===== src/rtl/rv_c_pkg.sv =====
// Shared constants and types for the RV C-extension stack-pointer load/store unit.
package rv_c_pkg;

  localparam logic [1:0] C_OP2   = 2'b10;
  localparam logic [2:0] F3_LWSP = 3'b010;
  localparam logic [2:0] F3_LDSP = 3'b011;
  localparam logic [2:0] F3_SWSP = 3'b110;
  localparam logic [2:0] F3_SDSP = 3'b111;

  typedef enum logic [1:0] {
    ST_IDLE,
    ST_BEAT0,
    ST_BEAT1,
    ST_DONE
  } state_e;

  typedef enum logic [1:0] {
    EXC_NONE     = 2'd0,
    EXC_MISALIGN = 2'd1,
    EXC_ILLEGAL  = 2'd2,
    EXC_FAULT    = 2'd3
  } exc_e;

  typedef enum logic [1:0] {
    OP_LW,
    OP_SW,
    OP_LD,
    OP_SD
  } op_e;

  function automatic logic op_is_load(input op_e op);
    return (op == OP_LW) || (op == OP_LD);
  endfunction

  function automatic logic op_is_dword(input op_e op);
    return (op == OP_LD) || (op == OP_SD);
  endfunction

endpackage


===== src/rtl/rv_c_sp_lsu_if.sv =====
// Instruction, register-file and RAM handshake bundle of the sp-relative LSU.
interface rv_c_sp_lsu_if #(
  parameter int XLEN   = 32,
  parameter int ADDR_W = 8
);
  logic              iVALID;
  logic              oREADY;
  logic [15:0]       iIR;
  logic [4:0]        oRS1;
  logic [4:0]        oRS2;
  logic [XLEN-1:0]   iRS1;
  logic [XLEN-1:0]   iRS2;
  logic [4:0]        oRD;
  logic [XLEN-1:0]   oRD_DATA;
  logic              oRD_WE;
  logic              oDONE;
  logic [1:0]        oEXC;
  logic              oRAM_CE;
  logic              oRAM_RD;
  logic              oRAM_WR;
  logic [ADDR_W-1:0] oRAM_ADDR;
  logic [31:0]       oRAM_DATA;
  logic [31:0]       iRAM_DATA;
  logic              iRAM_ACK;

  modport master (
    input  iVALID, iIR, iRS1, iRS2, iRAM_DATA, iRAM_ACK,
    output oREADY, oRS1, oRS2, oRD, oRD_DATA, oRD_WE, oDONE, oEXC,
           oRAM_CE, oRAM_RD, oRAM_WR, oRAM_ADDR, oRAM_DATA
  );

  modport slave (
    output iVALID, iIR, iRS1, iRS2, iRAM_DATA, iRAM_ACK,
    input  oREADY, oRS1, oRS2, oRD, oRD_DATA, oRD_WE, oDONE, oEXC,
           oRAM_CE, oRAM_RD, oRAM_WR, oRAM_ADDR, oRAM_DATA
  );
endinterface


===== src/rtl/rv_c_sp_decode.sv =====
// Combinational decode of c.lwsp/c.swsp/c.ldsp/c.sdsp into op kind, offset, rd and illegal flag.
module rv_c_sp_decode
  import rv_c_pkg::*;
#(
  parameter int XLEN = 32
) (
  input  logic [15:0] i_ir,
  output op_e         o_op,
  output logic [8:0]  o_uimm,
  output logic [4:0]  o_rd,
  output logic        o_illegal
);

  always_comb begin
    // NOTE: every output is defaulted first so no path through the case can infer a latch.
    o_op      = OP_LW;
    o_uimm    = '0;
    o_rd      = i_ir[11:7];
    o_illegal = 1'b1;
    if (i_ir[1:0] == C_OP2) begin
      case (i_ir[15:13])
        F3_SWSP: begin
          o_op      = OP_SW;
          o_uimm    = {1'b0, i_ir[8:7], i_ir[12:9], 2'b00};
          o_rd      = '0;
          o_illegal = 1'b0;
        end
        F3_LWSP: begin
          o_op      = OP_LW;
          o_uimm    = {1'b0, i_ir[3:2], i_ir[12], i_ir[6:4], 2'b00};
          o_illegal = (i_ir[11:7] == 5'd0);
        end
        F3_SDSP: begin
          o_op      = OP_SD;
          o_uimm    = {i_ir[9:7], i_ir[12:10], 3'b000};
          o_rd      = '0;
          o_illegal = (XLEN != 64);
        end
        F3_LDSP: begin
          o_op      = OP_LD;
          o_uimm    = {i_ir[4:2], i_ir[12], i_ir[6:5], 3'b000};
          o_illegal = (XLEN != 64) || (i_ir[11:7] == 5'd0);
        end
        default: ;
      endcase
    end
  end

endmodule


===== src/rtl/rv_c_sp_lsu.sv =====
// Multi-cycle sp-relative load/store unit driving a 32-bit word RAM; doubleword ops take two beats.
// Optional ack watchdog enabled by defining RV_C_SP_LSU_TIMEOUT_EN.
module rv_c_sp_lsu
  import rv_c_pkg::*;
#(
  parameter int XLEN           = 32,
  parameter int ADDR_W         = 8,
  parameter int TIMEOUT_CYCLES = 16
) (
  input logic          iCLK,
  input logic          iRST_N,
  rv_c_sp_lsu_if.master bus
);

  op_e               w_op;
  logic [8:0]        w_uimm;
  logic [4:0]        w_rd;
  logic              w_illegal;
  logic [XLEN-1:0]   w_byte_addr;
  logic [ADDR_W-1:0] w_word_addr;
  logic              w_misaligned;
  logic              w_accept;
  logic              w_beat_ack;
  logic              w_timeout;
  logic              w_tmo_hit;
  logic [63:0]       w_result;
  state_e            w_state_nxt;

  state_e            r_state;
  op_e               r_op;
  exc_e              r_exc;
  logic [ADDR_W-1:0] r_addr;
  logic [4:0]        r_rd;
  logic [63:0]       r_wdata;
  logic [63:0]       r_rdata;

  rv_c_sp_decode #(.XLEN(XLEN)) u_decode (
    .i_ir      (bus.iIR),
    .o_op      (w_op),
    .o_uimm    (w_uimm),
    .o_rd      (w_rd),
    .o_illegal (w_illegal)
  );

  assign w_byte_addr  = bus.iRS1 + XLEN'(w_uimm);
  assign w_word_addr  = ADDR_W'(w_byte_addr >> 2);
  assign w_misaligned = op_is_dword(w_op) ? (w_byte_addr[2:0] != 3'd0)
                                          : (w_byte_addr[1:0] != 2'd0);

  always_comb begin
    w_state_nxt = r_state;
    w_accept    = 1'b0;
    w_beat_ack  = 1'b0;
    w_timeout   = 1'b0;
    case (r_state)
      ST_IDLE: begin
        if (bus.iVALID) begin
          w_accept    = 1'b1;
          w_state_nxt = (w_illegal || w_misaligned) ? ST_DONE : ST_BEAT0;
        end
      end
      ST_BEAT0, ST_BEAT1: begin
        if (bus.iRAM_ACK) begin
          w_beat_ack  = 1'b1;
          w_state_nxt = (r_state == ST_BEAT0 && op_is_dword(r_op)) ? ST_BEAT1 : ST_DONE;
        end else if (w_tmo_hit) begin
          w_timeout   = 1'b1;
          w_state_nxt = ST_DONE;
        end
      end
      ST_DONE: w_state_nxt = ST_IDLE;
      default: w_state_nxt = ST_IDLE;
    endcase
  end

  always_ff @(posedge iCLK or negedge iRST_N) begin
    if (!iRST_N) begin
      r_state <= ST_IDLE;
    end else begin
      // NOTE: non-blocking so every flop samples the values from before this edge.
      r_state <= w_state_nxt;
    end
  end

  always_ff @(posedge iCLK or negedge iRST_N) begin
    if (!iRST_N) begin
      r_op    <= OP_LW;
      r_exc   <= EXC_NONE;
      r_addr  <= '0;
      r_rd    <= '0;
      r_wdata <= '0;
      r_rdata <= '0;
    end else begin
      if (w_accept) begin
        r_op    <= w_op;
        r_addr  <= w_word_addr;
        r_rd    <= w_rd;
        r_wdata <= 64'(bus.iRS2);
        r_exc   <= w_illegal ? EXC_ILLEGAL : (w_misaligned ? EXC_MISALIGN : EXC_NONE);
      end
      if (w_beat_ack) begin
        if (r_state == ST_BEAT1) r_rdata[63:32] <= bus.iRAM_DATA;
        else                     r_rdata[31:0]  <= bus.iRAM_DATA;
      end
      if (w_timeout) r_exc <= EXC_FAULT;
    end
  end

`ifdef RV_C_SP_LSU_TIMEOUT_EN
  localparam int TMO_W = $clog2(TIMEOUT_CYCLES) + 1;
  logic [TMO_W-1:0] r_tmo_cnt;

  // Any state change restarts the count, so each beat gets a full window.
  always_ff @(posedge iCLK or negedge iRST_N) begin
    if (!iRST_N) begin
      r_tmo_cnt <= '0;
    end else if (w_state_nxt != r_state) begin
      r_tmo_cnt <= '0;
    end else if (r_state == ST_BEAT0 || r_state == ST_BEAT1) begin
      r_tmo_cnt <= r_tmo_cnt + TMO_W'(1);
    end
  end

  assign w_tmo_hit = (r_tmo_cnt == TMO_W'(TIMEOUT_CYCLES - 1));
`else
  logic w_unused_tmo;
  assign w_unused_tmo = (TIMEOUT_CYCLES != 0);
  assign w_tmo_hit    = 1'b0;
`endif

  // Word loads sign-extend into the upper half; harmless truncation when XLEN=32.
  assign w_result = op_is_dword(r_op) ? r_rdata : {{32{r_rdata[31]}}, r_rdata[31:0]};

  assign bus.oREADY    = (r_state == ST_IDLE);
  assign bus.oRS1      = 5'h2;
  assign bus.oRS2      = bus.iIR[6:2];
  assign bus.oRAM_CE   = (r_state == ST_BEAT0) || (r_state == ST_BEAT1);
  assign bus.oRAM_RD   = bus.oRAM_CE && op_is_load(r_op);
  assign bus.oRAM_WR   = bus.oRAM_CE && !op_is_load(r_op);
  assign bus.oRAM_ADDR = (r_state == ST_BEAT1) ? r_addr + ADDR_W'(1) : r_addr;
  assign bus.oRAM_DATA = (r_state == ST_BEAT1) ? r_wdata[63:32] : r_wdata[31:0];
  assign bus.oDONE     = (r_state == ST_DONE);
  assign bus.oEXC      = bus.oDONE ? r_exc : EXC_NONE;
  assign bus.oRD_WE    = bus.oDONE && op_is_load(r_op) && (r_exc == EXC_NONE);
  assign bus.oRD       = r_rd;
  assign bus.oRD_DATA  = XLEN'(w_result);

endmodule


===== src/flat_wrapper.sv =====
// flat-port wrapper written by rule: the top's interface ports become plain ports
module rv_c_sp_lsu_flat import rv_c_pkg::*;
#(
  parameter int XLEN           = 32,
  parameter int ADDR_W         = 8,
  parameter int TIMEOUT_CYCLES = 16
)
  (iCLK, iRST_N, bus_iVALID, bus_iIR, bus_iRS1, bus_iRS2, bus_iRAM_DATA, bus_iRAM_ACK, bus_oREADY, bus_oRS1, bus_oRS2, bus_oRD, bus_oRD_DATA, bus_oRD_WE, bus_oDONE, bus_oEXC, bus_oRAM_CE, bus_oRAM_RD, bus_oRAM_WR, bus_oRAM_ADDR, bus_oRAM_DATA);
  rv_c_sp_lsu_if #(.XLEN(XLEN), .ADDR_W(ADDR_W)) bus_i ();
  input logic iCLK;
  input logic iRST_N;
  input wire logic [$bits(bus_i.iVALID)-1:0] bus_iVALID;
  input wire logic [$bits(bus_i.iIR)-1:0] bus_iIR;
  input wire logic [$bits(bus_i.iRS1)-1:0] bus_iRS1;
  input wire logic [$bits(bus_i.iRS2)-1:0] bus_iRS2;
  input wire logic [$bits(bus_i.iRAM_DATA)-1:0] bus_iRAM_DATA;
  input wire logic [$bits(bus_i.iRAM_ACK)-1:0] bus_iRAM_ACK;
  output wire logic [$bits(bus_i.oREADY)-1:0] bus_oREADY;
  output wire logic [$bits(bus_i.oRS1)-1:0] bus_oRS1;
  output wire logic [$bits(bus_i.oRS2)-1:0] bus_oRS2;
  output wire logic [$bits(bus_i.oRD)-1:0] bus_oRD;
  output wire logic [$bits(bus_i.oRD_DATA)-1:0] bus_oRD_DATA;
  output wire logic [$bits(bus_i.oRD_WE)-1:0] bus_oRD_WE;
  output wire logic [$bits(bus_i.oDONE)-1:0] bus_oDONE;
  output wire logic [$bits(bus_i.oEXC)-1:0] bus_oEXC;
  output wire logic [$bits(bus_i.oRAM_CE)-1:0] bus_oRAM_CE;
  output wire logic [$bits(bus_i.oRAM_RD)-1:0] bus_oRAM_RD;
  output wire logic [$bits(bus_i.oRAM_WR)-1:0] bus_oRAM_WR;
  output wire logic [$bits(bus_i.oRAM_ADDR)-1:0] bus_oRAM_ADDR;
  output wire logic [$bits(bus_i.oRAM_DATA)-1:0] bus_oRAM_DATA;
  assign bus_i.iVALID = bus_iVALID;
  assign bus_i.iIR = bus_iIR;
  assign bus_i.iRS1 = bus_iRS1;
  assign bus_i.iRS2 = bus_iRS2;
  assign bus_i.iRAM_DATA = bus_iRAM_DATA;
  assign bus_i.iRAM_ACK = bus_iRAM_ACK;
  assign bus_oREADY = bus_i.oREADY;
  assign bus_oRS1 = bus_i.oRS1;
  assign bus_oRS2 = bus_i.oRS2;
  assign bus_oRD = bus_i.oRD;
  assign bus_oRD_DATA = bus_i.oRD_DATA;
  assign bus_oRD_WE = bus_i.oRD_WE;
  assign bus_oDONE = bus_i.oDONE;
  assign bus_oEXC = bus_i.oEXC;
  assign bus_oRAM_CE = bus_i.oRAM_CE;
  assign bus_oRAM_RD = bus_i.oRAM_RD;
  assign bus_oRAM_WR = bus_i.oRAM_WR;
  assign bus_oRAM_ADDR = bus_i.oRAM_ADDR;
  assign bus_oRAM_DATA = bus_i.oRAM_DATA;
  rv_c_sp_lsu #(.XLEN(XLEN), .ADDR_W(ADDR_W), .TIMEOUT_CYCLES(TIMEOUT_CYCLES)) u_core (.iCLK(iCLK), .iRST_N(iRST_N), .bus(bus_i));
endmodule

===== config.mk =====
export PLATFORM = sky130hd
export DESIGN_NAME = rv_c_sp_lsu_flat
export DESIGN_NICKNAME = d
export VERILOG_FILES = /design/src/rtl/rv_c_pkg.sv /design/src/rtl/rv_c_sp_lsu_if.sv /design/src/rtl/rv_c_sp_decode.sv /design/src/rtl/rv_c_sp_lsu.sv /design/src/flat_wrapper.sv
export SDC_FILE = /design/constraint.sdc
export NUM_CORES = 1
export LEC_CHECK = 0
export CORE_AREA = 4 4 136 138
export DETAILED_ROUTE_END_ITERATION = 10
export DIE_AREA = 0 0 140 142
export MAX_ROUTING_LAYER = met4
export SYNTH_ARGS = -nofsm -noshare
export SYNTH_HDL_FRONTEND = slang
export SYNTH_HIERARCHICAL = 1
export SYNTH_SLANG_ARGS = --single-unit

===== constraint.sdc =====
create_clock -name iCLK -period 5.4 [get_ports iCLK]
set_input_delay 1.62 -clock iCLK [delete_from_list [all_inputs] [get_ports iCLK]]
set_output_delay 1.62 -clock iCLK [all_outputs]
set_load 0.02 [all_outputs]

### Word level (Yosys, flattened, before mapping)

Index checks and enable logic that the tools add are counted.

* register bits: 83
* input bits: 116
* logic and storage cells: 68
* output and inout port bits: 95

* reductions and logical operators: 21
* $add $sub $neg: 2
* eq/ne operators: 14
* muxes and demuxes: 23
* bitwise operators: 1

Operators with widths (number)
* $pmux 9 s4: 1
* $mux 32: 1
* $eq 2x2->1 const B: 7
* $mux 2: 6
* $pmux 2 s3: 2
* $add 10x9->10: 1
* $mux 5: 2
* $mux 9: 1
* $add 8x1->8 const B: 1
* $mux 1: 8
* $mux 8: 1
* $eq 3x2->1 const B: 2
* $eq 3x3->1 const B: 2
* $logic_not 2->1: 3
* $logic_and 1x1->1: 5
* $logic_not 5->1: 1
* $logic_or 1x1->1: 5
* $ne 2x2->1 const B: 2
* $reduce_and 2->1: 2
* $reduce_or 2->1: 2
* $reduce_bool 3->1: 1
* $eq 2x1->1 const B: 1
* $pmux 1 s2: 1
* $reduce_bool 2->1: 1
* other kinds (2): 2

### Longest topological paths before layout

* depth after elaboration: 10
* gate-level depth with buffers: 9
* gate-level depth less buffers: 8

### Cells and area by module

Netlist, hierarchy kept.

Modules (own cells, without submodules)
* rv_c_sp_lsu: seq. area each 2077.0 um^2, cells each 403, instances 1, area an instance 4048.9 um^2
* rv_c_sp_decode: seq. area each 0.0 um^2, cells each 30, instances 1, area an instance 215.2 um^2

### Worst setup path before layout

No wires, ideal clock.

* path type: input-to-output
* start: in bus_iIR[2]
* end: out bus_oRS2[0]
* stages on the path: 1
* path buffers: 1
* data arrival time: 1.754 ns
* path slack: 2.026 ns
* required time: 3.780 ns
* cells stage by stage: buf_4

RTL lines
* start: declaration: line flat_wrapper.sv:13 `input wire logic [$bits(bus_i.iIR)-1:0] bus_iIR;`
* end: declaration: line flat_wrapper.sv:20 `output wire logic [$bits(bus_i.oRS2)-1:0] bus_oRS2;`

No word-level cell between the ends.

### Final worst setup path

* start: in bus_iIR[2]
* end: out bus_oRS2[0]

No word-level cell between the ends.

==> reports/summary.json <==
{
  "detail_route.first_pass.iterations": {"value": 4},
  "synth.top_cells.by_count": {"value": "sky130_fd_sc_hd__nand2_1 (133), sky130_fd_sc_hd__dfrtp_1 (83), sky130_fd_sc_hd__mux2_2 (34)"},
  "cp.arrival": {"value": 2.72, "unit": "ns"},
  "routedWlPerCell": {"value": 14.0, "unit": "um"},
  "slowest_stage": {"value": "sky130_fd_sc_hd__clkdlybuf4s50_1"},
  "design.die.area": {"value": 19900, "unit": "um2"},
  "finalInstanceArea": {"value": 6550, "unit": "um2"},
  "ys_types": {"value": 48},
  "htree_num_levels": {"value": 3},
  "remaining_drc_errors": {"value": 0},
  "drt_wl_total": {"value": 11.7, "unit": "mm"},
  "track_usage": {"value": 0.122},
  "ctsHoldBuffers": {"value": 0},
  "clock_sinks": {"value": 83},
  "synthFlopType": {"value": "sky130_fd_sc_hd__dfrtp_1"},
  "critPathMostFrequentCell": {"value": "sky130_fd_sc_hd__clkdlybuf4s50_1"},
  "syn-instance-count": {"value": 433},
  "cts.reportedPaths.clkPinSlew": {"value": 0.06, "unit": "ns"},
  "cts_resized": {"value": 0},
  "post_route_cells_drive_above_1_share": {"value": 0.108},
  "top_cell_type_s_share_of_synthesized_area": {"value": 0.487},
  "fin_crit": {"value": 4.34, "unit": "ns"},
  "status": {"value": "completed"},
  "maximum_number_of_pins_on_one_net_before_global_route_repair": {"value": 84},
  "worst_slew_margin_rel": {"value": 0.298},
  "clock_tree_from_tritoncts": {"value": "built"},
  "number_of_flops_mapped_to_enable_cells_by_yosys": {"value": 0},
  "seq_area_frac_synth": {"value": 0.487},
  "dpl_cell_area": {"value": 6240, "unit": "um2"},
  "rows": {"value": 48},
  "final-hold-violation-count": {"value": 0},
  "worst_clock_skew": {"value": 0.00514, "unit": "ns"},
  "cts_bufs_inserted": {"value": 9},
  "clock_latency": {"value": 0.35, "unit": "ns"},
  "leakagePower": {"value": 0.00294, "unit": "uW"},
  "cp.buffers_inverters": {"value": 2},
  "layout_worst_path_cycle_share": {"value": 0.804},
  "flop_and_latch_count_out_of_synthesis": {"value": 83},
  "final.setup.tns": {"value": 0, "unit": "ns"},
  "die_h": {"value": 142, "unit": "um"},
  "grt_first_pass_wirelength": {"value": 19.0, "unit": "mm"},
  "design.portCount": {"value": 211},
  "netlist_area": {"value": 4260, "unit": "um2"},
  "core_area": {"value": 17200, "unit": "um2"},
  "starting_utilization_of_the_core_area": {"value": 0.248},
  "ant_nets": {"value": 0},
  "nets": {"value": 735},
  "worst_ep_required_time": {"value": 3.78, "unit": "ns"},
  "worst-path-max-fanout": {"value": 2},
  "worst_ir_drop_vdd": {"value": 0.214, "unit": "mV"},
  "startpoint_type": {"value": "input port"},
  "clock-root-buffer": {"value": "sky130_fd_sc_hd__clkbuf_16"},
  "synth_area_leader_cell": {"value": "sky130_fd_sc_hd__dfrtp_1"},
  "fraction_of_synthesis_flops_using_an_asynchronous_set_or_reset_pin": {"value": 1.00},
  "syn_to_final_growth": {"value": 53.5, "unit": "%"},
  "worst_path_largest_cell_delay": {"value": 0.61, "unit": "ns"},
  "timing.max_cap.violations": {"value": 0},
  "number_of_global_route_vias_before_repair": {"value": 3713},
  "yosys_warnings": {"value": 6},
  "synthesis.area_per_instance": {"value": 9.85, "unit": "um2"},
  "grt_antenna_before_repair": {"value": 0},
  "max_clock_freq": {"value": 230, "unit": "MHz"},
  "dr_vias": {"value": 3544},
  "setup_failing_eps_final": {"value": 0},
  "gp_congestion": {"value": 0.809},
  "holdCritPathClass": {"value": "reg -> reg"},
  "crit_type": {"value": "in -> out"},
  "drt_iter0_drcs": {"value": 86},
  "setup_repair_after_global_routing_missed_its_margin": {"value": "false"},
  "detailedPlacementHpwl": {"value": 8.98, "unit": "mm"},
  "areal_power_density_over_the_cells": {"value": 566, "unit": "nW/um2"},
  "grt-ovfl-total": {"value": 0},
  "synthTopCellsByArea": {"value": "sky130_fd_sc_hd__dfrtp_1 (49%), sky130_fd_sc_hd__nand2_1 (12%), sky130_fd_sc_hd__mux2_2 (9.0%), sky130_fd_sc_hd__nor2b_1 (4.7%), sky130_fd_sc_hd__ha_1 (4.1%)"},
  "crit_chain": {"value": "clkdlybuf4s50_1 -> clkdlybuf4s50_1"},
  "holdWs": {"value": 0.464, "unit": "ns"},
  "worst_pin_slew": {"value": 1.05, "unit": "ns"},
  "critPathCaptureType": {"value": "output pin"},
  "die_x": {"value": 140, "unit": "um"},
  "antenna-diode-count": {"value": 0},
  "critical-path-top-delay-family": {"value": "buffers and inverters"},
  "port_buffers": {"value": 183},
  "postCtsSetupRepairBufs": {"value": 0},
  "route.detailed.vias_per_inst": {"value": 4.25},
  "timing_max_transition_violations_final": {"value": 0},
  "post-synth-top-count-cell": {"value": "sky130_fd_sc_hd__nand2_1"},
  "cts_max_path_buffers": {"value": 2}
}
[registers in the layout (all words and copies together), names as in the netlist]
register	cells
u_core/r_rdata	32
u_core/r_wdata	32
u_core/r_addr	8
u_core/bus.oRD	5
u_core/r_exc	2
u_core/r_op	2
u_core/r_state	2
[cell usage in the layout, fill, tap and decap left out, types with 7 or more instances in the layout]
cell type | synthesis | final
sky130_fd_sc_hd__and2_1 | 9 | 8
sky130_fd_sc_hd__conb_1 | 3 | 7
sky130_fd_sc_hd__nand2_1 | 133 | 132
sky130_fd_sc_hd__clkdlybuf4s50_1 | 0 | 182
sky130_fd_sc_hd__clkbuf_16 | 0 | 9
sky130_fd_sc_hd__nor2_1 | 12 | 12
sky130_fd_sc_hd__ha_1 | 14 | 13
sky130_fd_sc_hd__nor2b_1 | 32 | 32
sky130_fd_sc_hd__inv_1 | 8 | 8
sky130_fd_sc_hd__dfrtp_1 | 83 | 83
sky130_fd_sc_hd__mux2_2 | 34 | 34
[cell families after synthesis]
| logic type | count (synthesis) | synth area share |
|---|---|---|
| AOI/OAI and AO/OA | 30 | 0.0543 |
| muxes | 39 | 0.102 |
| DFF | 83 | 0.487 |
| and+or+nand+nor | 214 | 0.237 |
| adders and majority gates | 15 | 0.0458 |
| other | 3 | 0.00264 |
| xor gates and xnor gates | 10 | 0.0205 |
| buffers and inverters | 39 | 0.0513 |
[final cells by class]
type                    instances  area, um2
well taps                     225        282
clock inverters                 7       83.8
inverters                       8       30.0
repair buffers                187       1860
fillers                      1735      10600
clock buffers                   9        225
multi-input cells             315       1990
flip-flops and latches         83       2080
[metrics by stage]
| step | total power [uW] | util | instances | setup slack (ns) |
|---|---|---|---|---|
| after floorplan | 2190 | - | 437 | 2.03 |
| after global placement | 3080 | 0.363 | 818 | 1.06 |
| after detailed placement | 3110 | 0.363 | 818 | 1.07 |
| after CTS | 3770 | 0.381 | 834 | 1.06 |
| after global routing | 3960 | 0.381 | 834 | 1.03 |
| final | 3710 | 0.381 | 834 | 1.06 |
[per-layer routing]
metal  track usage  routed length (um)  share of wire  vias to the layer above
li1              -                   -              -                     1749
met1         0.147                5060           0.43                     1659
met2         0.204                5800           0.50                      124
met3        0.0259                 630          0.054                       12
met4        0.0398                 172          0.015                        0
met5             -                   0              0                        -
[final timing paths]
kind | startpoint | endpoint | slack [ns] | depth (start not counted)
max reg2reg | u_core/r_state[0]$_DFFE_PN0P_ | u_core/r_rdata[19]$_DFFE_PN0P_ | 3.21 | 6
max | bus_iIR[2] | bus_oRS2[0] | 1.06 | 2
min in group asynchronous | iRST_N | u_core/r_rdata[10]$_DFFE_PN0P_ | 1.46 | 1
min reg2reg | u_core/r_wdata[11]$_DFFE_PN0P_ | u_core/r_wdata[11]$_DFFE_PN0P_ | 0.46 | 2
max in group asynchronous | iRST_N | u_core/r_wdata[4]$_DFFE_PN0P_ | 3.26 | 1
min | u_core/r_wdata[11]$_DFFE_PN0P_ | u_core/r_wdata[11]$_DFFE_PN0P_ | 0.46 | 2
[power breakdown]
part,internal [uW],total (uW),switching [uW],leakage [uW]
Combinational,987,1990,1000,0.00177
Sequential,920,1080,161,0.00102
Clock,367,635,268,0.000149
Power figures use the tool's default switching activity.
==> variant (config.mk and constraints unchanged) <==
`ADDR_W` is set to 8 in 3 places; all go to 9.
--- a/src/rtl/rv_c_sp_lsu_if.sv
+++ b/src/rtl/rv_c_sp_lsu_if.sv
@@ -1,7 +1,7 @@
 // Instruction, register-file and RAM handshake bundle of the sp-relative LSU.
 interface rv_c_sp_lsu_if #(
   parameter int XLEN   = 32,
-  parameter int ADDR_W = 8
+  parameter int ADDR_W = 9
 );
   logic              iVALID;
   logic              oREADY;
--- a/src/rtl/rv_c_sp_lsu.sv
+++ b/src/rtl/rv_c_sp_lsu.sv
@@ -4,7 +4,7 @@
   import rv_c_pkg::*;
 #(
   parameter int XLEN           = 32,
-  parameter int ADDR_W         = 8,
+  parameter int ADDR_W         = 9,
   parameter int TIMEOUT_CYCLES = 16
 ) (
   input logic          iCLK,
--- a/src/flat_wrapper.sv
+++ b/src/flat_wrapper.sv
@@ -2,7 +2,7 @@
 module rv_c_sp_lsu_flat import rv_c_pkg::*;
 #(
   parameter int XLEN           = 32,
-  parameter int ADDR_W         = 8,
+  parameter int ADDR_W         = 9,
   parameter int TIMEOUT_CYCLES = 16
 )
   (iCLK, iRST_N, bus_iVALID, bus_iIR, bus_iRS1, bus_iRS2, bus_iRAM_DATA, bus_iRAM_ACK, bus_oREADY, bus_oRS1, bus_oRS2, bus_oRD, bus_oRD_DATA, bus_oRD_WE, bus_oDONE, bus_oEXC, bus_oRAM_CE, bus_oRAM_RD, bus_oRAM_WR, bus_oRAM_ADDR, bus_oRAM_DATA);
Interface: changed (resized bus_oRAM_ADDR); port bits go from 211 to 212. The function was not compared with the original's and may differ.
==> variant against the unedited design <==
- total power is 2.0% higher
- sequential cell count is 1 higher
- largest power group unchanged
- die area stayed put
- wire length is 2.0% lower
- design area is 1.1% higher
- count of clock-buffer cells in the layout stayed put
- largest cell class unchanged
- synthesized area is 2.1% higher
- register-to-register slack worse by 70 ps
- global-route usage is 0.28 points lower
- critical endpoint is now bus_oRS2[1]
- setup slack better by 13 ps
==> variant: results (changes against the unedited design) <==
stage	metric	value	unit	change
clock_tree	clock buffer depth	2		unchanged
critical_path	RR Endpoint	u_core/r_wdata[27]$_DFFE_PN0P_		
synth	share of cell area taken by muxes after synthesis	19.8	%	+9.6 points
timing	Max Clock Skew	9.61	ps	+4.47 ps
synth	Mapped Avg Cell Area	11.6	um^2	+18%
placement	HPWL Detailed	9.08	mm	+1.0%
synth	register area share after synthesis	48.3	%	-0.41 points
global_routing	via count of the first global-routing pass	3461		-6.8%
clock_tree	clk slew on worst S/H paths	60	ps	about the same
cells_and_area	layout net count	680		-7.5%
power	Worst VDD drop	240	uV	+12%
outcome	run status	completed		
timing	fin crit share	80.2	%	-0.23 points
placement	IO buf count	185		+1.1%
critical_path	crit path to	bus_oRS2[1]		
synth	XOR/XNOR share of the synthesized area	2.82	%	+0.76 points
cells_and_area	ANT cells	0		unchanged
worst_hold_path	Hold Crit Start	u_core/r_wdata[22]$_DFFE_PN0P_		
clock_tree	Clock Root Buffer	clkbuf_16		
timing	setup_tns	0	ps	unchanged
synth	Synth warnings	6		unchanged
synth	largest cells by area after synthesis	dfrtp_1 48%, mux2_1 13%, mux2_2 5.4%		
clock_tree	Worst-Skew Late Latency	340	ps	
placement	DP Cell Count	763		-6.7%
critical_path	FF-to-FF path depth	4		-2
route	final wirelength	11.4	mm	-2.0%
route	Detailed Routing Iterations Pass 1	4		unchanged
global_routing	first-pass GRT wire length	18.4	mm	-3.4%
critical_path	critical path's slowest cell	clkdlybuf4s50_1		
critical_path	family with the most delay on the worst path	buffers and inverters		
synth	Post-synth ARST share	100	%	unchanged
placement	pre-CTS setup slack	1070	ps	+2.59 ps
clock_tree	CTS buffer count	9		unchanged
global_routing	largest net degree at the start of global routing	47		-44%
synth	post-synthesis cell type count	47		-2.1%
critical_path	R2R setup slack	3140	ps	-70 ps
global_routing	antenna violations before repair	0		unchanged
route	initial drt markers	139		+62%
cells_and_area	share of cells above drive strength 1	8.66	%	-2.2 points
synth	Post-Synth Adder-Cell Area	4.49	%	-0.092 points
power	Psw	0.00145	W	+1.3%
route	routed via count	3334		-5.9%
synth	compound-gate portion of the synthesized area	5.41	%	-0.023 points
clock_tree	CTS H-tree lvls	3		unchanged
cells_and_area	largest registers	u_core/r_rdata x32, u_core/r_wdata x32, u_core/r_addr x9		
synth	list of most frequent post-synthesis cells	84 x dfrtp_1, 51 x mux2_1, 32 x nor2b_1		
global_routing	Tot GR Track Use	11.9	%	-0.28 points
critical_path	CP endpoint kind	output pin		
critical_path	Crit. Startpoint	bus_iIR[3]		
timing	relative slew slack	27.0	%	-2.8 points
critical_path	critical path's largest stage delay	620	ps	
critical_path	CP arrival	2710	ps	about the same
cells_and_area	final cell count without fillers	779		-6.6%
power	Leakage	2.75	nW	-6.5%
placement	Final Wtd Congestion	0.844		+4.4%
critical_path	crit path max fanout	2		unchanged
clock_tree	# resized after CTS	0		unchanged
[variant: cell count changes in the layout (fill, tap and decap cells not counted), moves of 5 or more]
cell,change
nand2_1,-114
mux2_1,+51
mux2_2,-13
a21oi_1,+8
nor2_1,+6
inv_1,+5
[variant: cell families after synthesis]
kind of cell,after synthesis
xor+xnor,14
flops,84
compound gates,36
simple gates,104
mux,77
fa+ha+maj,15
other cells,3
buf+inv,41
[variant: area by class of cell]
type	instances	area, um^2
Fill cell	1691	10600
Tap cell	225	282
Multi-Input combinational cell	253	2030
Sequential cell	84	2100
Clock inverter	7	58.8
Inverter	13	48.8
Timing Repair Buffer	188	1870
Clock buffer	9	225
[variant: metal layers]
layer  vias to the layer above  GRT usage (%)  wire length, um  part of all wire, %
li1                       1617              -                -                    -
met1                      1585           14.2             4960                   43
met2                       121           19.9             5650                   49
met3                        11           2.62              664                  5.8
met4                         0           4.44              154                  1.3
met5                         -              -                0                    0
[variant: worst min path at each step]
stage                                endpoint  slack [ps]  cells after the start
6_report       u_core/r_wdata[22]$_DFFE_PN0P_         480                      1
5_1_grt         u_core/r_wdata[3]$_DFFE_PN0P_         490                      1
4_1_cts        u_core/r_wdata[11]$_DFFE_PN0P_         480                      1
3_5_place_dp   u_core/r_wdata[22]$_DFFE_PN0P_         470                      1
3_3_place_gp   u_core/r_wdata[16]$_DFFE_PN0P_         460                      1
2_1_floorplan   u_core/r_wdata[0]$_DFFE_PN0P_         450                      1
[variant: through the flow]
step / utilization [%] / power, W / instance area (um^2)
floorplan: - / 0.00226 / 4370
global placement: 36.9 / 0.00320 / 6330
detailed placement: 36.9 / 0.00324 / 6330
CTS: 38.5 / 0.00385 / 6620
global route: 38.5 / 0.00403 / 6620
finish: 38.5 / 0.00378 / 6620
[variant: power groups by stage]
stage | Clock, W | Combinational [W] | Sequential (W)
floorplan | 0 | 0.000994 | 0.00127
global route | 0.000644 | 0.00222 | 0.00116
CTS | 0.000612 | 0.00212 | 0.00112
global placement | 0 | 0.00209 | 0.00111
finish | 0.000584 | 0.00208 | 0.00111
detailed placement | 0 | 0.00211 | 0.00113
